===== src/rtl/ddr2_local_pkg.sv =====
// Shared types and default widths for the DDR2 local-port burst master.
// eff_size maps a zero burst size to a single beat.
package ddr2_local_pkg;

  localparam int DEF_ADDR_W = 25;
  localparam int DEF_DATA_W = 32;
  localparam int DEF_BE_W   = 4;
  localparam int DEF_SIZE_W = 3;

  typedef enum logic [1:0] {
    IDLE,
    WR_BURST,
    RD_ISSUE
  } state_t;

  function automatic logic [7:0] eff_size(input logic [7:0] s);
    return (s == 8'd0) ? 8'd1 : s;
  endfunction

endpackage


===== src/rtl/ddr2_local_burst_master_if.sv =====
// User command/data channels plus the DDR2 controller local port.
// master: burst master view; slave: user and controller side.
interface ddr2_local_burst_master_if
  import ddr2_local_pkg::*;
#(
  parameter int ADDR_W = DEF_ADDR_W,
  parameter int DATA_W = DEF_DATA_W,
  parameter int BE_W   = DEF_BE_W,
  parameter int SIZE_W = DEF_SIZE_W
) ();

  logic              cmd_valid;
  logic              cmd_ready;
  logic              cmd_write;
  logic [ADDR_W-1:0] cmd_addr;
  logic [SIZE_W-1:0] cmd_size;
  logic              wr_valid;
  logic              wr_ready;
  logic [DATA_W-1:0] wr_data;
  logic [BE_W-1:0]   wr_be;
  logic              rd_valid;
  logic [DATA_W-1:0] rd_data;
  logic              busy;
  logic              rd_err;
  logic              local_init_done;
  logic              local_ready;
  logic [ADDR_W-1:0] local_address;
  logic [SIZE_W-1:0] local_size;
  logic              local_burstbegin;
  logic              local_read_req;
  logic              local_write_req;
  logic [DATA_W-1:0] local_wdata;
  logic [BE_W-1:0]   local_be;
  logic [DATA_W-1:0] local_rdata;
  logic              local_rdata_valid;

  modport master (
    input  cmd_valid, cmd_write, cmd_addr, cmd_size,
    input  wr_valid, wr_data, wr_be,
    input  local_init_done, local_ready,
    input  local_rdata, local_rdata_valid,
    output cmd_ready, wr_ready, rd_valid, rd_data,
    output busy, rd_err,
    output local_address, local_size, local_burstbegin,
    output local_read_req, local_write_req,
    output local_wdata, local_be
  );

  modport slave (
    output cmd_valid, cmd_write, cmd_addr, cmd_size,
    output wr_valid, wr_data, wr_be,
    output local_init_done, local_ready,
    output local_rdata, local_rdata_valid,
    input  cmd_ready, wr_ready, rd_valid, rd_data,
    input  busy, rd_err,
    input  local_address, local_size, local_burstbegin,
    input  local_read_req, local_write_req,
    input  local_wdata, local_be
  );

endinterface


===== src/rtl/ddr2_rd_credit_tracker.sv =====
// Outstanding read-beat counter with credit check and sticky
// underflow flag for returns that arrive with nothing outstanding.
module ddr2_rd_credit_tracker
  import ddr2_local_pkg::*;
#(
  parameter int SIZE_W     = DEF_SIZE_W,
  parameter int MAX_RD_OUT = 16,
  parameter int OUT_W      = $clog2(MAX_RD_OUT + 1)
) (
  input  logic              clk,
  input  logic              rst_n,
  input  logic [SIZE_W-1:0] i_chk_size,
  input  logic              i_add,
  input  logic [SIZE_W-1:0] i_add_size,
  input  logic              i_dec,
  output logic              o_credit_ok,
  output logic [OUT_W-1:0]  o_outstanding,
  output logic              o_rd_err
);

  localparam int SUM_W = ((OUT_W > SIZE_W) ? OUT_W : SIZE_W) + 1;

  logic [OUT_W-1:0] r_out;
  logic             r_err;
  logic [SUM_W-1:0] w_sum;
  logic             w_under;
  logic [OUT_W-1:0] w_add_v;
  logic [OUT_W-1:0] w_dec_v;

  assign w_sum   = SUM_W'(r_out) + SUM_W'(i_chk_size);
  assign w_under = i_dec && (r_out == '0);
  assign w_add_v = i_add ? OUT_W'(i_add_size) : '0;
  assign w_dec_v = (i_dec && !w_under) ? OUT_W'(1) : '0;

  assign o_credit_ok   = (w_sum <= SUM_W'(MAX_RD_OUT));
  assign o_outstanding = r_out;
  assign o_rd_err      = r_err;

  always_ff @(posedge clk or negedge rst_n) begin
    if (!rst_n) begin
      r_out <= '0;
      r_err <= 1'b0;
    end else begin
      r_out <= r_out + w_add_v - w_dec_v;
      if (w_under) r_err <= 1'b1;
    end
  end

endmodule


===== src/rtl/ddr2_local_burst_master.sv =====
// DDR2 local-port burst master: user commands/write beats in, read beats out.
// Optional counters via DDR2_LOCAL_BURST_MASTER_PERF_EN.
module ddr2_local_burst_master
  import ddr2_local_pkg::*;
#(
  parameter int ADDR_W     = DEF_ADDR_W,
  parameter int DATA_W     = DEF_DATA_W,
  parameter int BE_W       = DEF_BE_W,
  parameter int SIZE_W     = DEF_SIZE_W,
  parameter int MAX_RD_OUT = 16
) (
  input  logic clk,
  input  logic reset_n,
  ddr2_local_burst_master_if.master bus
`ifdef DDR2_LOCAL_BURST_MASTER_PERF_EN
  ,
  output logic [31:0] perf_wr_beats,
  output logic [31:0] perf_rd_beats,
  output logic [31:0] perf_stall_cycles
`endif
);

  localparam int OUT_W = $clog2(MAX_RD_OUT + 1);

  state_t            r_state;
  logic              r_en;
  logic              r_first;
  logic [SIZE_W-1:0] r_beats;
  logic [ADDR_W-1:0] r_laddr;
  logic [SIZE_W-1:0] r_lsize;
  logic              r_bb;
  logic              r_rd_req;
  logic              r_wr_req;
  logic [DATA_W-1:0] r_wdata;
  logic [BE_W-1:0]   r_be;
  logic              r_rd_valid;
  logic [DATA_W-1:0] r_rd_data;

  logic [SIZE_W-1:0] w_eff;
  logic              w_credit_ok;
  logic [OUT_W-1:0]  w_outstanding;
  logic              w_rd_err;
  logic              w_cmd_ready;
  logic              w_cmd_acc;
  logic              w_wr_ready;
  logic              w_wr_load;
  logic              w_wr_acc;
  logic              w_rd_acc;

  assign w_eff = SIZE_W'(eff_size(8'(bus.cmd_size)));

  // r_en keeps cmd_ready low until the first clock after reset release
  assign w_cmd_ready = r_en && (r_state == IDLE) && bus.local_init_done
                    && (bus.cmd_write || w_credit_ok);
  assign w_cmd_acc  = bus.cmd_valid && w_cmd_ready;
  assign w_wr_acc   = r_wr_req && bus.local_ready;
  assign w_rd_acc   = (r_state == RD_ISSUE) && bus.local_ready;
  // only take beats not yet loaded into the request register
  assign w_wr_ready = (r_state == WR_BURST)
                   && (!r_wr_req || bus.local_ready)
                   && (r_beats > SIZE_W'(r_wr_req));
  assign w_wr_load  = bus.wr_valid && w_wr_ready;

  ddr2_rd_credit_tracker #(
    .SIZE_W    (SIZE_W),
    .MAX_RD_OUT(MAX_RD_OUT)
  ) u_credit (
    .clk          (clk),
    .rst_n        (reset_n),
    .i_chk_size   (w_eff),
    .i_add        (w_rd_acc),
    .i_add_size   (r_lsize),
    .i_dec        (bus.local_rdata_valid),
    .o_credit_ok  (w_credit_ok),
    .o_outstanding(w_outstanding),
    .o_rd_err     (w_rd_err)
  );

  always_ff @(posedge clk or negedge reset_n) begin
    if (!reset_n) begin
      r_state    <= IDLE;
      r_en       <= 1'b0;
      r_first    <= 1'b0;
      r_beats    <= '0;
      r_laddr    <= '0;
      r_lsize    <= '0;
      r_bb       <= 1'b0;
      r_rd_req   <= 1'b0;
      r_wr_req   <= 1'b0;
      r_wdata    <= '0;
      r_be       <= '0;
      r_rd_valid <= 1'b0;
      r_rd_data  <= '0;
    end else begin
      r_en       <= 1'b1;
      r_rd_valid <= bus.local_rdata_valid;
      r_rd_data  <= bus.local_rdata;
      unique case (r_state)
        IDLE: begin
          if (w_cmd_acc) begin
            r_laddr <= bus.cmd_addr;
            r_lsize <= w_eff;
            r_beats <= w_eff;
            if (bus.cmd_write) begin
              r_state <= WR_BURST;
              r_first <= 1'b1;
            end else begin
              r_state  <= RD_ISSUE;
              r_rd_req <= 1'b1;
              r_bb     <= 1'b1;
            end
          end
        end
        WR_BURST: begin
          if (w_wr_acc) r_beats <= r_beats - SIZE_W'(1);
          if (w_wr_load) begin
            r_wr_req <= 1'b1;
            r_wdata  <= bus.wr_data;
            r_be     <= bus.wr_be;
            r_bb     <= r_first;
            r_first  <= 1'b0;
          end else if (w_wr_acc) begin
            r_wr_req <= 1'b0;
            r_bb     <= 1'b0;
          end
          if (w_wr_acc && (r_beats == SIZE_W'(1))) r_state <= IDLE;
        end
        RD_ISSUE: begin
          if (bus.local_ready) begin
            r_rd_req <= 1'b0;
            r_bb     <= 1'b0;
            r_state  <= IDLE;
          end
        end
        default: r_state <= IDLE;
      endcase
    end
  end

  assign bus.cmd_ready        = w_cmd_ready;
  assign bus.wr_ready         = w_wr_ready;
  assign bus.rd_valid         = r_rd_valid;
  assign bus.rd_data          = r_rd_data;
  assign bus.busy             = (r_state != IDLE) || (w_outstanding != '0);
  assign bus.rd_err           = w_rd_err;
  assign bus.local_address    = r_laddr;
  assign bus.local_size       = r_lsize;
  assign bus.local_burstbegin = r_bb;
  assign bus.local_read_req   = r_rd_req;
  assign bus.local_write_req  = r_wr_req;
  assign bus.local_wdata      = r_wdata;
  assign bus.local_be         = r_be;

`ifdef DDR2_LOCAL_BURST_MASTER_PERF_EN
  logic [31:0] r_pwr;
  logic [31:0] r_prd;
  logic [31:0] r_pst;

  always_ff @(posedge clk or negedge reset_n) begin
    if (!reset_n) begin
      r_pwr <= '0;
      r_prd <= '0;
      r_pst <= '0;
    end else begin
      if (w_wr_acc && !(&r_pwr)) r_pwr <= r_pwr + 32'd1;
      if (bus.local_rdata_valid && !(&r_prd)) r_prd <= r_prd + 32'd1;
      if ((r_wr_req || r_rd_req) && !bus.local_ready && !(&r_pst))
        r_pst <= r_pst + 32'd1;
    end
  end

  assign perf_wr_beats     = r_pwr;
  assign perf_rd_beats     = r_prd;
  assign perf_stall_cycles = r_pst;
`endif

endmodule

===== src/flat_wrapper.sv =====
// flat-port wrapper written by rule: the top's interface ports become plain ports
module ddr2_local_burst_master_flat import ddr2_local_pkg::*;
#(
  parameter int ADDR_W     = DEF_ADDR_W,
  parameter int DATA_W     = DEF_DATA_W,
  parameter int BE_W       = DEF_BE_W,
  parameter int SIZE_W     = DEF_SIZE_W,
  parameter int MAX_RD_OUT = 16
)
  (clk, reset_n, bus_cmd_valid, bus_cmd_write, bus_cmd_addr, bus_cmd_size, bus_wr_valid, bus_wr_data, bus_wr_be, bus_local_init_done, bus_local_ready, bus_local_rdata, bus_local_rdata_valid, bus_cmd_ready, bus_wr_ready, bus_rd_valid, bus_rd_data, bus_busy, bus_rd_err, bus_local_address, bus_local_size, bus_local_burstbegin, bus_local_read_req, bus_local_write_req, bus_local_wdata, bus_local_be);
  ddr2_local_burst_master_if #(.ADDR_W(ADDR_W), .DATA_W(DATA_W), .BE_W(BE_W), .SIZE_W(SIZE_W)) bus_i ();
  input  logic clk;
  input  logic reset_n;
  input wire logic [$bits(bus_i.cmd_valid)-1:0] bus_cmd_valid;
  input wire logic [$bits(bus_i.cmd_write)-1:0] bus_cmd_write;
  input wire logic [$bits(bus_i.cmd_addr)-1:0] bus_cmd_addr;
  input wire logic [$bits(bus_i.cmd_size)-1:0] bus_cmd_size;
  input wire logic [$bits(bus_i.wr_valid)-1:0] bus_wr_valid;
  input wire logic [$bits(bus_i.wr_data)-1:0] bus_wr_data;
  input wire logic [$bits(bus_i.wr_be)-1:0] bus_wr_be;
  input wire logic [$bits(bus_i.local_init_done)-1:0] bus_local_init_done;
  input wire logic [$bits(bus_i.local_ready)-1:0] bus_local_ready;
  input wire logic [$bits(bus_i.local_rdata)-1:0] bus_local_rdata;
  input wire logic [$bits(bus_i.local_rdata_valid)-1:0] bus_local_rdata_valid;
  output wire logic [$bits(bus_i.cmd_ready)-1:0] bus_cmd_ready;
  output wire logic [$bits(bus_i.wr_ready)-1:0] bus_wr_ready;
  output wire logic [$bits(bus_i.rd_valid)-1:0] bus_rd_valid;
  output wire logic [$bits(bus_i.rd_data)-1:0] bus_rd_data;
  output wire logic [$bits(bus_i.busy)-1:0] bus_busy;
  output wire logic [$bits(bus_i.rd_err)-1:0] bus_rd_err;
  output wire logic [$bits(bus_i.local_address)-1:0] bus_local_address;
  output wire logic [$bits(bus_i.local_size)-1:0] bus_local_size;
  output wire logic [$bits(bus_i.local_burstbegin)-1:0] bus_local_burstbegin;
  output wire logic [$bits(bus_i.local_read_req)-1:0] bus_local_read_req;
  output wire logic [$bits(bus_i.local_write_req)-1:0] bus_local_write_req;
  output wire logic [$bits(bus_i.local_wdata)-1:0] bus_local_wdata;
  output wire logic [$bits(bus_i.local_be)-1:0] bus_local_be;
  assign bus_i.cmd_valid = bus_cmd_valid;
  assign bus_i.cmd_write = bus_cmd_write;
  assign bus_i.cmd_addr = bus_cmd_addr;
  assign bus_i.cmd_size = bus_cmd_size;
  assign bus_i.wr_valid = bus_wr_valid;
  assign bus_i.wr_data = bus_wr_data;
  assign bus_i.wr_be = bus_wr_be;
  assign bus_i.local_init_done = bus_local_init_done;
  assign bus_i.local_ready = bus_local_ready;
  assign bus_i.local_rdata = bus_local_rdata;
  assign bus_i.local_rdata_valid = bus_local_rdata_valid;
  assign bus_cmd_ready = bus_i.cmd_ready;
  assign bus_wr_ready = bus_i.wr_ready;
  assign bus_rd_valid = bus_i.rd_valid;
  assign bus_rd_data = bus_i.rd_data;
  assign bus_busy = bus_i.busy;
  assign bus_rd_err = bus_i.rd_err;
  assign bus_local_address = bus_i.local_address;
  assign bus_local_size = bus_i.local_size;
  assign bus_local_burstbegin = bus_i.local_burstbegin;
  assign bus_local_read_req = bus_i.local_read_req;
  assign bus_local_write_req = bus_i.local_write_req;
  assign bus_local_wdata = bus_i.local_wdata;
  assign bus_local_be = bus_i.local_be;
  ddr2_local_burst_master #(.ADDR_W(ADDR_W), .DATA_W(DATA_W), .BE_W(BE_W), .SIZE_W(SIZE_W), .MAX_RD_OUT(MAX_RD_OUT)) u_core (.clk(clk), .reset_n(reset_n), .bus(bus_i));
endmodule

===== config.mk =====
export PLATFORM = sky130hd
export DESIGN_NAME = ddr2_local_burst_master_flat
export DESIGN_NICKNAME = d
export VERILOG_FILES = /design/src/rtl/ddr2_local_pkg.sv /design/src/rtl/ddr2_local_burst_master_if.sv /design/src/rtl/ddr2_rd_credit_tracker.sv /design/src/rtl/ddr2_local_burst_master.sv /design/src/flat_wrapper.sv
export SDC_FILE = /design/constraint.sdc
export NUM_CORES = 1
export LEC_CHECK = 0
export ABC_AREA = 0
export CORE_UTILIZATION = 35
export DETAILED_ROUTE_END_ITERATION = 16
export PLACE_DENSITY = 0.74
export SYNTH_ARGS = -nofsm -noshare
export SYNTH_HDL_FRONTEND = slang
export SYNTH_HIERARCHICAL = 1
export SYNTH_SLANG_ARGS = --single-unit

===== constraint.sdc =====
create_clock -name clk -period 3.7 [get_ports clk]
set_input_delay 0.74 -clock clk [delete_from_list [all_inputs] [get_ports clk]]
set_output_delay 0.74 -clock clk [all_outputs]
set_load 0.005 [all_outputs]

# --- Yosys cells after proc, flatten, opt, wreduce, memory -nomap -nowiden ---
# Cells that the tools add are included.
word_totals:
  regBits: 113
  out_inout_bits: 104
  input_bits: 104
  word_cells: 89
op_classes:
  add_sub_neg: 4
  eq_ne: 11
  order_cmp: 2
  reduce_logical: 34
  n_mux: 23
ops:
  columns: ["operator", "n"]
  rows:
  - ["$logic_and 1x1->1", 12]
  - ["$mux 3", 4]
  - ["$mux 1", 10]
  - ["$mux 2", 4]
  - ["$ne 2x2->1 const B", 4]
  - ["$reduce_and 4->1", 2]
  - ["$reduce_bool 2->1", 4]
  - ["$add 5x3->6", 1]
  - ["$le 6x5->1 const B", 1]
  - ["$ne 2x1->1 const B", 3]
  - ["$pmux 2 s3", 1]
  - ["$pmux 3 s2", 1]
  - ["$reduce_and 2->1", 3]
  - ["$reduce_and 3->1", 2]
  - ["$add 5x3->5", 1]
  - ["$logic_not 5->1", 1]
  - ["$reduce_and 5->1", 1]
  - ["$reduce_bool 5->1", 1]
  - ["$sub 5x1->5", 1]
  - ["$pmux 1 s2", 2]
  - ["$eq 3x1->1 const B", 1]
  - ["$gt 3x1->1", 1]
  - ["$logic_not 3->1", 1]
  - ["$logic_or 1x1->1", 3]
  - ["8 further kinds", 9]

# --- Depth between registers and ports, before layout ---
# Gate-level depths: netlist (run 1).
logic_depth:
  ltp_word: 9
  mapped_depth: 13
  ltp_nobuf: 11

# --- Hierarchy ---
# The synthesis (run 1) kept the hierarchy.
by_module_without_submodules:
  columns: ["mod", "area_each_um2", "cells_per_inst", "instances"]
  rows:
  - ["ddr2_local_burst_master", 3990.1, 304, 1]
  - ["ddr2_rd_credit_tracker", 533.0, 55, 1]

# --- Worst setup path before layout (run 1) ---
# No wires, ideal clock.
synth_path:
  path_kind: "input to output"
  startpoint: "input bus_cmd_size[0]"
  endpoint: "output bus_cmd_ready"
  n_path_buf: 0
  t_required_ns: 2.960
  arrival_ns: 2.478
  cell_stages: 9
  path_slack_ns: 0.482
  path_cell_list: "o21bai_1 ha_1 fa_1 a21o_1 nand3_1 o21ai_0 o32a_1 nor2_2 nor4_1"
synth_via:
  elab_chain_cells: 6
synth_rtl:
  columns: ["element", "line", "rtl"]
  rows:
  - ["start, declared", "flat_wrapper.sv:17", "input wire logic [$bits(bus_i.cmd_size)-1:0] bus_cmd_size;"]
  - ["$logic_not 3->1", "ddr2_local_pkg.sv:17", "return (s == 8'd0) ? 8'd1 : s;"]
  - ["$mux 3 *", "ddr2_local_pkg.sv:17", null]
  - ["$add 5x3->6 *", "ddr2_rd_credit_tracker.sv:30", "assign w_sum = SUM_W'(r_out) + SUM_W'(i_chk_size);"]
  - ["$le 6x5->1 *", "ddr2_rd_credit_tracker.sv:35", "assign o_credit_ok = (w_sum <= SUM_W'(MAX_RD_OUT));"]
  - ["via u_core.w_credit_ok", "ddr2_local_burst_master.sv:40", "logic w_credit_ok;"]
  - ["$logic_or 1x1->1 *", "ddr2_local_burst_master.sv:54", "&& (bus.cmd_write || w_credit_ok);"]
  - ["$logic_and 1x1->1 *", "ddr2_local_burst_master.sv:54", null]
  - ["end, declared", "flat_wrapper.sv:25", "output wire logic [$bits(bus_i.cmd_ready)-1:0] bus_cmd_ready;"]
# Mark *: on every way through the listed nets, which the timed path passes. The rest lies on a longest branch.

# --- Worst setup path after layout (run 1) ---
layout_path:
  startpoint: "input bus_cmd_size[0]"
  endpoint: "output bus_cmd_ready"
layout_via:
  elab_chain_cells: 6
layout_rtl:
  columns: ["element", "line", "rtl"]
  rows:
  - ["$logic_not 3->1", "ddr2_local_pkg.sv:17", null]
  - ["$mux 3 *", "ddr2_local_pkg.sv:17", null]
  - ["via u_core.w_eff[0]", "ddr2_local_burst_master.sv:39", "logic [SIZE_W-1:0] w_eff;"]
  - ["$add 5x3->6 *", "ddr2_rd_credit_tracker.sv:30", null]
  - ["$le 6x5->1 *", "ddr2_rd_credit_tracker.sv:35", null]
  - ["via u_core.w_credit_ok", "ddr2_local_burst_master.sv:40", null]
  - ["$logic_or 1x1->1 *", "ddr2_local_burst_master.sv:54", null]
  - ["$logic_and 1x1->1 *", "ddr2_local_burst_master.sv:54", null]
# Marks and branches as above.

==> qor_table.md, run 1 <==
| Result | Value |
|:---|:---|
| Data required time at the worst endpoint | 2.96 ns |
| Global-route wire length before repair | 18,100 um |
| Drt wl/cell | 15.1 um |
| Clock sink count | 113 |
| FF-to-FF path depth | 13 |
| Worst clock skew | 0.00612 ns |
| Clock tree from TritonCTS | built |
| Buffers from clock root to sink, at most | 2 |
| Final cell count without fillers | 768 |
| Pin count of the biggest net entering global routing | 88 |
| Critical path endpoint category | output pin |
| Cell with the most instances after synthesis | sky130_fd_sc_hd__dfrtp_1 |
| Mapped Nets | 479 |
| Drc violations | 0 |
| Final clock period utilization by the worst path | 94.4% |
| Highest clock rate | 0.286 GHz |
| Area of the die | 13,400 sq um |
| Number of antenna violations at the first check in global routing | 1 |
| Synth-to-layout area growth | 65.0% |
| Total global routing track utilization | 18.0% |
| Min-delay src | u_core/u_credit/o_rd_err |
| Area of all placed cells without fillers | 7460 sq um |
| Path type of the worst min-delay path | reg -> reg |
| Setup Slack @ Placement | -0.508 ns |
| Number of ports placed on the die boundary | 208 |
| Final hold violations | 0 |
| Unique masters post-synth | 50 |
| Placer's final routability congestion estimate | 0.879 |
| Arrival time of data at the critical path endpoint | 2.75 ns |
| Seq cells post-synth | 113 |
| Layout cell share with drive strength beyond 1 | 14.8% |
| Top post-synthesis cells by area | sky130_fd_sc_hd__dfrtp_1 63%, sky130_fd_sc_hd__nand2_1 7.4%, sky130_fd_sc_hd__mux2_2 4.5% |
| Hold Crit Endpoint | u_core/u_credit/o_rd_err |
| Min setup slack post-route | 0.208 ns |
| Met2 WL post-DR | 6030 um |
| Worst Path Class, Setup | in -> out |
| DIE WIDTH | 116 um |
| Power after layout | 5.80 mW |
| Final #Nets | 703 |
| Reg-to-Reg End | u_core/bus.local_address[13] |
| Placed standard-cell area | 6790 sq um |
| Setup slack of the worst register-to-register path | 0.57 ns |
| Share of async-settable or async-resettable flops after synthesis | 100% |
| Lkg Pwr | 3.39 nW |
| Area inside the core boundary | 12,600 sq um |
| Number of buffers inserted during clock tree synthesis | 17 |
| Worst setup path start | bus_cmd_size[0] |
| Synthesized instance count | 359 |
| Endpoints failing setup | 0 |
| Register area share after synthesis | 62.5% |
| Worst hold path cell count | 1 |
| Cell type with the highest aggregate area in the netlist | sky130_fd_sc_hd__dfrtp_1 |
| Synth warn | 6 |
| Vias in the first global route | 3,637 |
| DP Cell Count | 733 |
| Via count | 3,527 |
| Number of flops mapped to enable cells by yosys | 0 |
| Count of buffers inserted at the top-level ports | 207 |
| Highest routed layer | met5 |
| Unrepaired setup endpoints after global routing | false |
| Total overflow reported by the global router | 0 |
| Master cell of the clock root buffer | sky130_fd_sc_hd__clkbuf_16 |
| Run status | complete, no violations |
| Die Height | 116 um |
| Time the final worst path needs with I/O delays and setup | 3.49 ns |
| Transition at the pin with the smallest max-transition slack | 1.10 ns |
| Yosys top cell area share | 62.5% |
| Worst reg2reg path startpoint | u_core/u_credit/o_outstanding[0] |
| H-tree levels | 4 |
| CTS clk-pin slew, worst paths | 0.05 ns |
| P per Cell Area | 776 nW/um^2 |
| Iteration count of the initial detailed-routing pass | 4 |
| Hold-fix buffer count after cts | 0 |
| Count of standard-cell rows | 41 |
| Ranking of synthesized cells by instance count | 113 x sky130_fd_sc_hd__dfrtp_1, 89 x sky130_fd_sc_hd__nand2_1, 18 x sky130_fd_sc_hd__mux2_2 |
| Insertion delay to the later sink of the worst-skew pair | 0.40 ns |
| Number of DRC violations after detailed-routing iteration 0 | 195 |
| Avg Synthesized Cell Area | 12.6 sq um |
| Sort of element at the start of the critical path | primary input |
| Worst voltage drop across the vdd grid | 356 uV |
| Most used flip-flop cell after synthesis | sky130_fd_sc_hd__dfrtp_1 |
| DR WL met3 | 789 um |
| Number of antenna-violating nets in the routed design | 0 |
| Relative slew margins | 26.7% |
| Post-Synthesis Cell Area | 4520 sq um |
| Total Neg Setup Slack | 0 ns |
| Biggest fanout along the worst timing path | 2 |
| M1 wire length | 4440 um |
| Routed vias/inst | 4.59 |
| Number of max-cap violations | 0 |
| Initial Util | 35.8% |
| Final Max Slew Viols | 0 |
| Antenna diode count | 0 |
| Routed WL | 11,600 um |
| Detailed placement HPWL | 8660 um |
how the worst max path moves through the flow:
stage          slack (ns)            end
5_1_grt               0.1  bus_cmd_ready
6_report             0.21  bus_cmd_ready
3_5_place_dp        -0.51  bus_cmd_ready
2_1_floorplan        0.48  bus_cmd_ready
4_1_cts             0.009  bus_cmd_ready
3_3_place_gp        -0.40  bus_cmd_ready
cell families (layout without fill, tap and decap cells):
group | after synthesis | after routing | share of synthesized area [%]
XOR/XNOR | 4 | 4 | 0.775
AO/OA/AOI/OAI | 31 | 31 | 4.68
AND/OR/NAND/NOR | 126 | 126 | 12.8
buffers and inverters | 30 | 267 | 4.15
multiplexers | 38 | 38 | 10.3
adder cells (fa/ha/maj) | 16 | 16 | 4.76
other | 1 | 1 | 0.0829
flip-flops | 113 | 113 | 62.5
routing by layer:
| layer | global-route usage, % | vias up |
|---|---|---|
| met3 | 5.07 | 31 |
| li1 | - | 1644 |
| met4 | 10.3 | 2 |
| met1 | 19.7 | 1720 |
| met5 | 0 | - |
| met2 | 31.4 | 130 |
cell type report:
cell class,instances,area (sq um)
clock buffer,22,474
clock inverter,10,133
fill,1041,5160
inverter,15,56.3
multi-input combinational,216,1550
sequential,113,2830
tap,172,215
timing repair buffer,220,2210
worst max-delay path: stages:
cell	delay, ns
sky130_fd_sc_hd__dlymetal6s2s_1	0.12
sky130_fd_sc_hd__o21bai_4	0.18
sky130_fd_sc_hd__ha_4	0.17
sky130_fd_sc_hd__fa_2	0.47
sky130_fd_sc_hd__nor2_2	0.14
sky130_fd_sc_hd__nand3_1	0.11
sky130_fd_sc_hd__mux2i_1	0.20
sky130_fd_sc_hd__o32a_1	0.21
sky130_fd_sc_hd__nor2_2	0.05
sky130_fd_sc_hd__nor4_2	0.20
sky130_fd_sc_hd__buf_2	0.15
flip-flops by register name, indices dropped and copies added, names as in the netlist, 2 cells and up:
| name | count |
|---|---|
| u_core/r_beats | 3 |
| u_core/bus.local_size | 3 |
| u_core/u_credit/o_outstanding | 5 |
| u_core/bus.local_address | 25 |
| u_core/bus.local_be | 4 |
| u_core/bus.local_wdata | 32 |
| u_core/r_state | 2 |
| u_core/bus.rd_data | 32 |
layout by cell type (no fill, tap or decap), drive strengths merged, types with 4 or more instances in the layout:
master         count
clkdlybuf4s50    202
dfrtp            113
nand2             89
mux2              37
clkbuf            22
inv               15
buf               15
ha                14
nor2              10
a21oi              9
o21ai              8
nand3              6
a21o               5
clkinv             4
metrics by stage:
step | util (%) | hold slack [ns]
floorplan | - | 0.444
global placement | 53.8 | 0.440
detailed placement | 53.8 | 0.455
CTS | 58.7 | 0.467
global route | 59.1 | 0.498
finish | 59.1 | 0.470
power by group:
group          leakage, nW  internal [mW]  switching, mW  total [mW]
combinational         1.75           1.35          0.800        2.15
sequential            1.35           1.69          0.314        2.01
clock                0.292           1.11          0.536        1.64
total                 3.39           4.15           1.65        5.80
what timing repair did:
action,in CTS,in global routing
setup buffers,1,2
pin swaps,4,8
gates resized for setup,7,8
setup endpoints to repair,1,1
No activity file was read; power rests on OpenSTA's default activity.
==> inputs of run 2 (changes only) <==
Settings changed: CTS_CLUSTER_SIZE from default to 28.
==> results of run 2 <==
The final DEF is identical to that of run 1; final timing and power are the same.
